### config.mk
export PLATFORM = sky130hd
export DESIGN_NAME = uart_tx_fifo
export DESIGN_NICKNAME = d
export VERILOG_FILES = /design/src/rtl/uart_tx_fifo.sv
export SDC_FILE = /design/constraint.sdc
export NUM_CORES = 1
export LEC_CHECK = 0
export CAP_MARGIN = 25
export CORE_MARGIN = 8
export CORE_UTILIZATION = 55
export CTS_CLUSTER_SIZE = 14
export DETAILED_ROUTE_END_ITERATION = 6
export DONT_BUFFER_PORTS = 1
export PLACE_DENSITY_LB_ADDON = 0.1
export RECOVER_POWER = 100
export REMOVE_ABC_BUFFERS = 1
export SETUP_SLACK_MARGIN = 0.02
export SYNTH_ARGS = -nofsm -noshare
export SYNTH_HDL_FRONTEND = slang
export SYNTH_SLANG_ARGS = --single-unit
### constraint.sdc
create_clock -name clk_gen -period 2.4 [get_ports clk_gen]
set_input_delay 0.36 -clock clk_gen [delete_from_list [all_inputs] [get_ports clk_gen]]
set_output_delay 0.36 -clock clk_gen [all_outputs]
set_load 0.02 [all_outputs]
### src/rtl/uart_tx_fifo.sv
// uart_tx_fifo: FIFO-buffered UART transmitter, 8N1 by default, 8E1 when UART_TX_PARITY_EN is defined
module uart_tx_fifo #(
  parameter int CLK_FREQ   = 100000000,
  parameter int BAUD       = 115200,
  parameter int FIFO_DEPTH = 4
) (
  input  logic                          clk_gen,
  input  logic                          rst,
  input  logic [7:0]                    tx_data,
  input  logic                          tx_valid,
  output logic                          tx_ready,
  output logic                          uart_tx,
  output logic                          busy,
  output logic [$clog2(FIFO_DEPTH):0]   fifo_level
);
  localparam int DIV = CLK_FREQ / BAUD;
  localparam int AW  = $clog2(FIFO_DEPTH);
  localparam int LW  = AW + 1;
  localparam int CW  = $clog2(DIV);

  typedef enum logic [2:0] {IDLE, START, DATA, PARITY, STOP} state_t;

  state_t        state;
  logic [7:0]    mem [FIFO_DEPTH];
  logic [AW-1:0] wr_ptr;
  logic [AW-1:0] rd_ptr;
  logic [CW-1:0] cnt;
  logic [2:0]    bit_idx;
  logic [7:0]    shift;
  logic          par;
  logic          full;
  logic          empty;
  logic          push;
  logic          pop;
  logic          bit_end;

  assign full     = fifo_level == LW'(FIFO_DEPTH);
  assign empty    = fifo_level == '0;
  assign tx_ready = !full;
  assign push     = tx_valid && !full;
  assign bit_end  = cnt == '0;
  assign pop      = !empty && (state == IDLE || (state == STOP && bit_end));
  assign busy     = state != IDLE || !empty;

  // byte storage; contents are don't-care while the level says empty
  always_ff @(posedge clk_gen) begin
    if (push) mem[wr_ptr] <= tx_data;
  end

  // pointers wrap naturally; the level tells full from empty
  always_ff @(posedge clk_gen or posedge rst) begin
    if (rst) begin
      wr_ptr     <= '0;
      rd_ptr     <= '0;
      fifo_level <= '0;
    end else begin
      wr_ptr     <= push ? wr_ptr + 1'b1 : wr_ptr;
      rd_ptr     <= pop ? rd_ptr + 1'b1 : rd_ptr;
      fifo_level <= fifo_level + LW'(push) - LW'(pop);
    end
  end

  // frame sequencer; uart_tx is registered from the current state so the line lags the FSM by one cycle
  always_ff @(posedge clk_gen or posedge rst) begin
    if (rst) begin
      state   <= IDLE;
      cnt     <= '0;
      bit_idx <= '0;
      shift   <= '0;
      par     <= 1'b0;
      uart_tx <= 1'b1;
    end else begin
      uart_tx <= state == START ? 1'b0 : state == DATA ? shift[0] : state == PARITY ? par : 1'b1;
      if (pop) begin
        state   <= START;
        shift   <= mem[rd_ptr];
        par     <= ^mem[rd_ptr];
        cnt     <= CW'(DIV - 1);
        bit_idx <= '0;
      end else if (state != IDLE) begin
        cnt <= bit_end ? CW'(DIV - 1) : cnt - 1'b1;
        if (bit_end) begin
          case (state)
            START: state <= DATA;
            DATA: begin
              shift   <= shift >> 1;
              bit_idx <= bit_idx + 1'b1;
              if (bit_idx == 3'd7)
`ifdef UART_TX_PARITY_EN
                state <= PARITY;
`else
                state <= STOP;
`endif
            end
            PARITY: state <= STOP;
            default: state <= IDLE;
          endcase
        end
      end
    end
  end
endmodule

# Word level (Yosys, flattened, before mapping)
# Memories as Yosys holds them, arrays and structs flattened.
# Cells that the tools add are included.
[word_totals] reg_bits=33 ramBits=32 inputBits=11 output_inout_bits=6 word_cells=61 memories=1
[memory_table] name="mem" depth=4 word_bits=8 rd=1 rd_clocked_by_memory_dff=0 wr=1 line="24" rtl="logic [7:0] mem [FIFO_DEPTH];"
[classes] addsub=6 n_eq_ne=7 mux=21 n_reduce_logical=17
[op_table] op="8-bit two-way mux" n=4
[op_table] op="10-bit two-way mux" n=3
[op_table] op="3-bit two-way mux" n=8
[op_table] op="10-bit zero test" n=1
[op_table] op="10-bit by 1-bit subtractor with 10-bit output (second input constant)" n=1
[op_table] op="3-bit equality test (second input constant)" n=3
[op_table] op="3-bit one-hot mux with 3 select lines" n=1
[op_table] op="8-bit XOR reduction" n=1
[op_table] op="3-bit by 2-bit equality test with 1-bit output (second input constant)" n=2
[op_table] op="3-bit zero test" n=2
[op_table] op="3-bit AND reduction" n=2
[op_table] op="2-bit nonzero test" n=3
[op_table] op="1-bit two-way mux" n=5
[op_table] op="2-bit by 1-bit adder with 2-bit output (second input constant)" n=2
[op_table] op="3-bit by 1-bit adder with 3-bit output" n=1
[op_table] op="3-bit by 1-bit adder with 3-bit output (second input constant)" n=1
[op_table] op="3-bit by 1-bit equality test with 1-bit output (second input constant)" n=1
[op_table] op="1-bit logical AND" n=3
[op_table] op="3-bit by 2-bit inequality test with 1-bit output (second input constant)" n=1
[op_table] op="3-bit nonzero test" n=1
[op_table] op="3-bit by 1-bit subtractor with 3-bit output" n=1
[op_table] op="1-bit zero test" n=2
[op_table] op="1-bit logical OR" n=2

# Depth between registers and ports, before layout
[depth] depth_word=6 depth_mapped=12

# Worst setup path before layout
# OpenSTA, ideal clock, no wires.
[synth_path] kind="flip-flop to flip-flop" startpoint="register cnt[0]" endpoint="register fifo_level[2]" arrival_time_ns=2.576 required_time_ns=2.269 path_slack_ns=-0.307 stages_incl_launch_ff=13 period_less_slack_ns=2.707 path_cell_list="dfrtp_1 -> inv_1 -> ha_1 -> or4b_1 -> o31ai_2 -> nand2_1 -> inv_1 -> ha_1 -> inv_1 -> ha_1 -> fa_1 -> xor2_1 -> xnor2_1"
[synth_between] elab_chain_cells=5
[synth_lines] item="start: declaration" line="27" rtl="logic [CW-1:0] cnt;"
[synth_lines] item="start signal: assignment" line="78" rtl="cnt <= CW'(DIV - 1);"
[synth_lines] item="start signal: assignment" line="81" rtl="cnt <= bit_end ? CW'(DIV - 1) : cnt - 1'b1;"
[synth_lines] item="10-bit zero test" line="41" rtl="assign bit_end = cnt == '0;"
[synth_lines] item="1-bit logical AND" line="42" rtl="assign pop = !empty && (state == IDLE || (state == STOP && bit_end));"
[synth_lines] item="1-bit logical OR" line="42"
[synth_lines] item="1-bit logical AND" line="42"
[synth_lines] item="via pop" line="34" rtl="logic pop;"
[synth_lines] item="3-bit by 1-bit subtractor with 3-bit output" line="59" rtl="fifo_level <= fifo_level + LW'(push) - LW'(pop);"
[synth_lines] item="end signal: assignment" line="59"
[synth_lines] item="end: declaration" line="14" rtl="output logic [$clog2(FIFO_DEPTH):0] fifo_level"
# The timed path passes the listed nets, and every way through them passes these cells.
# A chain may end at the register's enable or synchronous reset.

# Worst setup path after layout
[layout_path] startpoint="register cnt[1]" endpoint="register fifo_level[2]"
# The elaborated chain is that of the path after synthesis.

==> impl_metrics.json <==
{
  "final_hold_viol_count": 1,
  "p_leak_nw": 1.34,
  "worstPathRequired_ns": 2.63,
  "die_area_mm2": 0.00787,
  "synth.top_cell.area_share_pct": 33.1,
  "rows": 26,
  "synth_warnings": 0,
  "p_per_area_mw_per_mm2": 825,
  "cts_buffers": 9,
  "cp_slowest_cell": "or4b_4",
  "grt_use_total_pct": 15.4,
  "reg2reg_from": "cnt[1]",
  "async_reset_ff_share_pct": 50.8,
  "placed_area_mm2": 0.00314,
  "relSlewSlack_pct": 39.3,
  "ir_worst_vdd_v": 0.000715,
  "ys_ff_latch": 65,
  "start_kind": "register",
  "cts_hold_buf": 0,
  "max_stage_delay_ns": 0.48,
  "diodes": 0,
  "cts_root_buf": "clkbuf_8",
  "dp_slack_ns": -0.306,
  "cts_tree": "yes",
  "fmax_mhz": 399,
  "synthXorXnorAreaFrac_pct": 5.73,
  "synthToLayoutAreaGrowth_pct": 16.9,
  "grt_pass1_vias": 1889,
  "synth.distinct_cells": 42,
  "crit_buf_inv": 3,
  "crit_chain": "inv_2 -> ha_4 -> or4b_4 -> o31ai_4 -> nand2_2 -> inv_2 -> ha_4 -> inv_2 -> ha_4 -> fa_2 -> xor2_1 -> xnor2_1",
  "initial_core_util_pct": 56.9,
  "firstDrtPassIters": 4,
  "gp_congestion": 0.806,
  "dp_hpwl_mm": 3.81,
  "rr_worst_depth": 12,
  "path_class": "reg -> reg",
  "syn-cell-area_mm2": 0.00291,
  "synth_top_family_by_area": "compound AO/OA/AOI/OAI gates",
  "grt.overflow.total": 0,
  "post-route-period-util_pct": 104,
  "met2_usage_pct": 26.1,
  "fillers": 376,
  "top_usage_layer": "met2",
  "synthMuxAreaShare_pct": 6.59,
  "cts_buffer_depth": 2,
  "path_depth": 12,
  "postRouteAntennaNets": 0,
  "synth_compound_area_share_pct": 10.2,
  "wl_per_cell_um": 16.6,
  "violations": "hold timing, setup timing",
  "grt_max_degree": 18,
  "synth_cells": 208,
  "fin_crit_ns": 2.50,
  "setup_ws_ns": -0.104,
  "whs_ns": -0.000911,
  "io_pins": 17,
  "worst_slew_pin_slew_ns": 0.911,
  "yosysSeqAreaShare_pct": 61.5,
  "initialDrtViolationCount": 112,
  "gr-usage-met3_pct": 4.27,
  "die_h_um": 88.7,
  "stdcell_area_mm2": 0.00340,
  "cp_top_family": "adder cells",
  "rsz0062_at_grt": "true",
  "fin_skew_ns": 0.00996,
  "clock-sinks": 65,
  "portBuffers": 0,
  "final_nets": 261,
  "dieWidth_um": 88.7,
  "yosys.area_share.adder_pct": 4.56,
  "drc": 0,
  "r2r_end": "fifo_level[2]",
  "r2r_slack_ns": -0.10,
  "final_max_slew_viol_count": 0,
  "synth-simple-area-share_pct": 8.52,
  "synth_edf_count": 32,
  "viasPerCell": 5.53,
  "hold_class": "in -> async",
  "totalWireLength_mm": 5.23,
  "synthFlopType": "edfxtp_1",
  "synthTopCellsByArea": "edfxtp_1 (33%), dfrtp_1 (28%), mux4_2 (6.2%)",
  "htreeDepth": 3,
  "path_max_fanout": 2,
  "clkLatencyLatePin_ns": 0.34,
  "layout-drive-gt1-share_pct": 26.5,
  "grt_antenna_before_repair": 0,
  "num_vias": 1741,
  "run_status": "finished, violations left",
  "setup_viol": 2,
  "cts.clk_slew.worst_paths_ns": 0.08,
  "grt_pass1_wl_mm": 9.10,
  "crit_arrival_ns": 2.74,
  "use_met1_pct": 17.3,
  "coreArea_mm2": 0.00511,
  "netlist.top_cell.by_area": "edfxtp_1",
  "cp-end-kind": "register",
  "maxCapViolations": 0,
  "syn_area_per_cell_um2": 14.0
}
Yosys cell counts, types with 2 or more instances:
| master | n |
|---|---|
| a21oi_1 | 3 |
| a22o_1 | 3 |
| a2bb2oi_1 | 6 |
| and3_1 | 4 |
| buf_2 | 4 |
| dfrtp_1 | 32 |
| edfxtp_1 | 32 |
| ha_1 | 9 |
| inv_1 | 13 |
| mux4_2 | 8 |
| nand2_1 | 17 |
| nand3_1 | 2 |
| nor2_1 | 8 |
| nor3_1 | 7 |
| o21ai_0 | 5 |
| o21ai_1 | 3 |
| o22ai_1 | 7 |
| or3_1 | 4 |
| xnor2_1 | 13 |
| xor2_1 | 6 |
power breakdown:
group	switching (mW)	internal (mW)	leakage (nW)
Combinational	0.304	0.210	0.571
Clock	0.421	0.476	0.0912
Sequential	0.0536	1.34	0.678
Total	0.778	2.02	1.34
through the flow:
| stage | setup TNS (ns) | util [%] | total power [mW] | cells |
|---|---|---|---|---|
| floorplan | -0.812 | - | 1.76 | 202 |
| global placement | -0.314 | 61.5 | 1.89 | 296 |
| detailed placement | -0.485 | 61.5 | 1.93 | 296 |
| CTS | -0.204 | 66.5 | 2.85 | 313 |
| global route | -0.255 | 66.5 | 2.94 | 315 |
| finish | -0.110 | 66.5 | 2.80 | 315 |
area by class of cell:
class / instances / area, µm² / area share, %
Clock inverter: 7 / 71.3 / 2.10
Inverter: 13 / 48.8 / 1.44
Tap cell: 70 / 87.6 / 2.58
Timing Repair Buffer: 27 / 188 / 5.52
Multi-Input combinational cell: 124 / 1090 / 32.1
Clock buffer: 9 / 124 / 3.65
Sequential cell: 65 / 1790 / 52.6
worst max path at each step:
stage,to,slack (ns),startpoint
final,fifo_level[2],-0.10,cnt[1]
after global routing,fifo_level[2],-0.18,cnt[1]
after CTS,fifo_level[2],-0.15,cnt[1]
after detailed placement,fifo_level[2],-0.31,cnt[1]
after global placement,fifo_level[2],-0.23,cnt[0]
after floorplan,fifo_level[2],-0.49,cnt[0]
sequential cells by signal, indices dropped and copies added (netlist names):
register	count
uart_tx	1
bit_idx	3
wr_ptr	2
par	1
cnt	10
state	3
rd_ptr	2
shift	8
fifo_level	3
mem	32
cell usage in the layout, fill, tap and decap left out, types with 2 or more instances in the layout:
master / n
edfxtp_1: 32
inv_2: 4
nand3_1: 2
a2bb2oi_1: 6
clkbuf_8: 9
inv_1: 9
a21oi_1: 3
o22ai_1: 7
nand2_1: 16
and3_1: 4
mux4_2: 8
buf_4: 23
dfrtp_1: 32
nand2_2: 2
xnor2_1: 13
nor3_1: 7
clkbuf_1: 4
o21ai_0: 6
clkinvlp_4: 3
nor2_1: 8
a22o_1: 3
or3_1: 4
xor2_1: 6
ha_4: 3
o21ai_1: 2
ha_1: 6
clkinv_2: 2
routing by layer:
| metal | vias up | wire length (µm) | share of wire [%] |
|---|---|---|---|
| met5 | - | 0 | 0 |
| met4 | 0 | 87 | 1.7 |
| met3 | 8 | 254 | 4.9 |
| met2 | 34 | 2710 | 52 |
| met1 | 869 | 2180 | 42 |
| li1 | 830 | - | - |
worst register-to-register path, stage by stage, from the launching register on:
cell and delay [ns]:
dfrtp_1 0.39, inv_2 0.08, ha_4 0.13, or4b_4 0.48, o31ai_4 0.22, nand2_2 0.10
inv_2 0.10, ha_4 0.12, inv_2 0.04, ha_4 0.14, fa_2 0.33, xor2_1 0.16
xnor2_1 0.12
cell families after synthesis:
family	count (synthesis)
buffers and inverters	19
flip-flops	65
XOR/XNOR	19
AO/OA/AOI/OAI	37
multiplexers	9
adder cells (fa/ha/maj)	10
AND/OR/NAND/NOR	49
timing repair:
action	4_1_cts	5_1_grt
endpoints found under the setup margin	2	2
cloned	0	0
endpoints found under the hold margin	0	0
pin swaps	2	1
buffers inserted	1	2
gates resized for setup	13	0
Note: power is estimated with default switching activity, not from simulation.
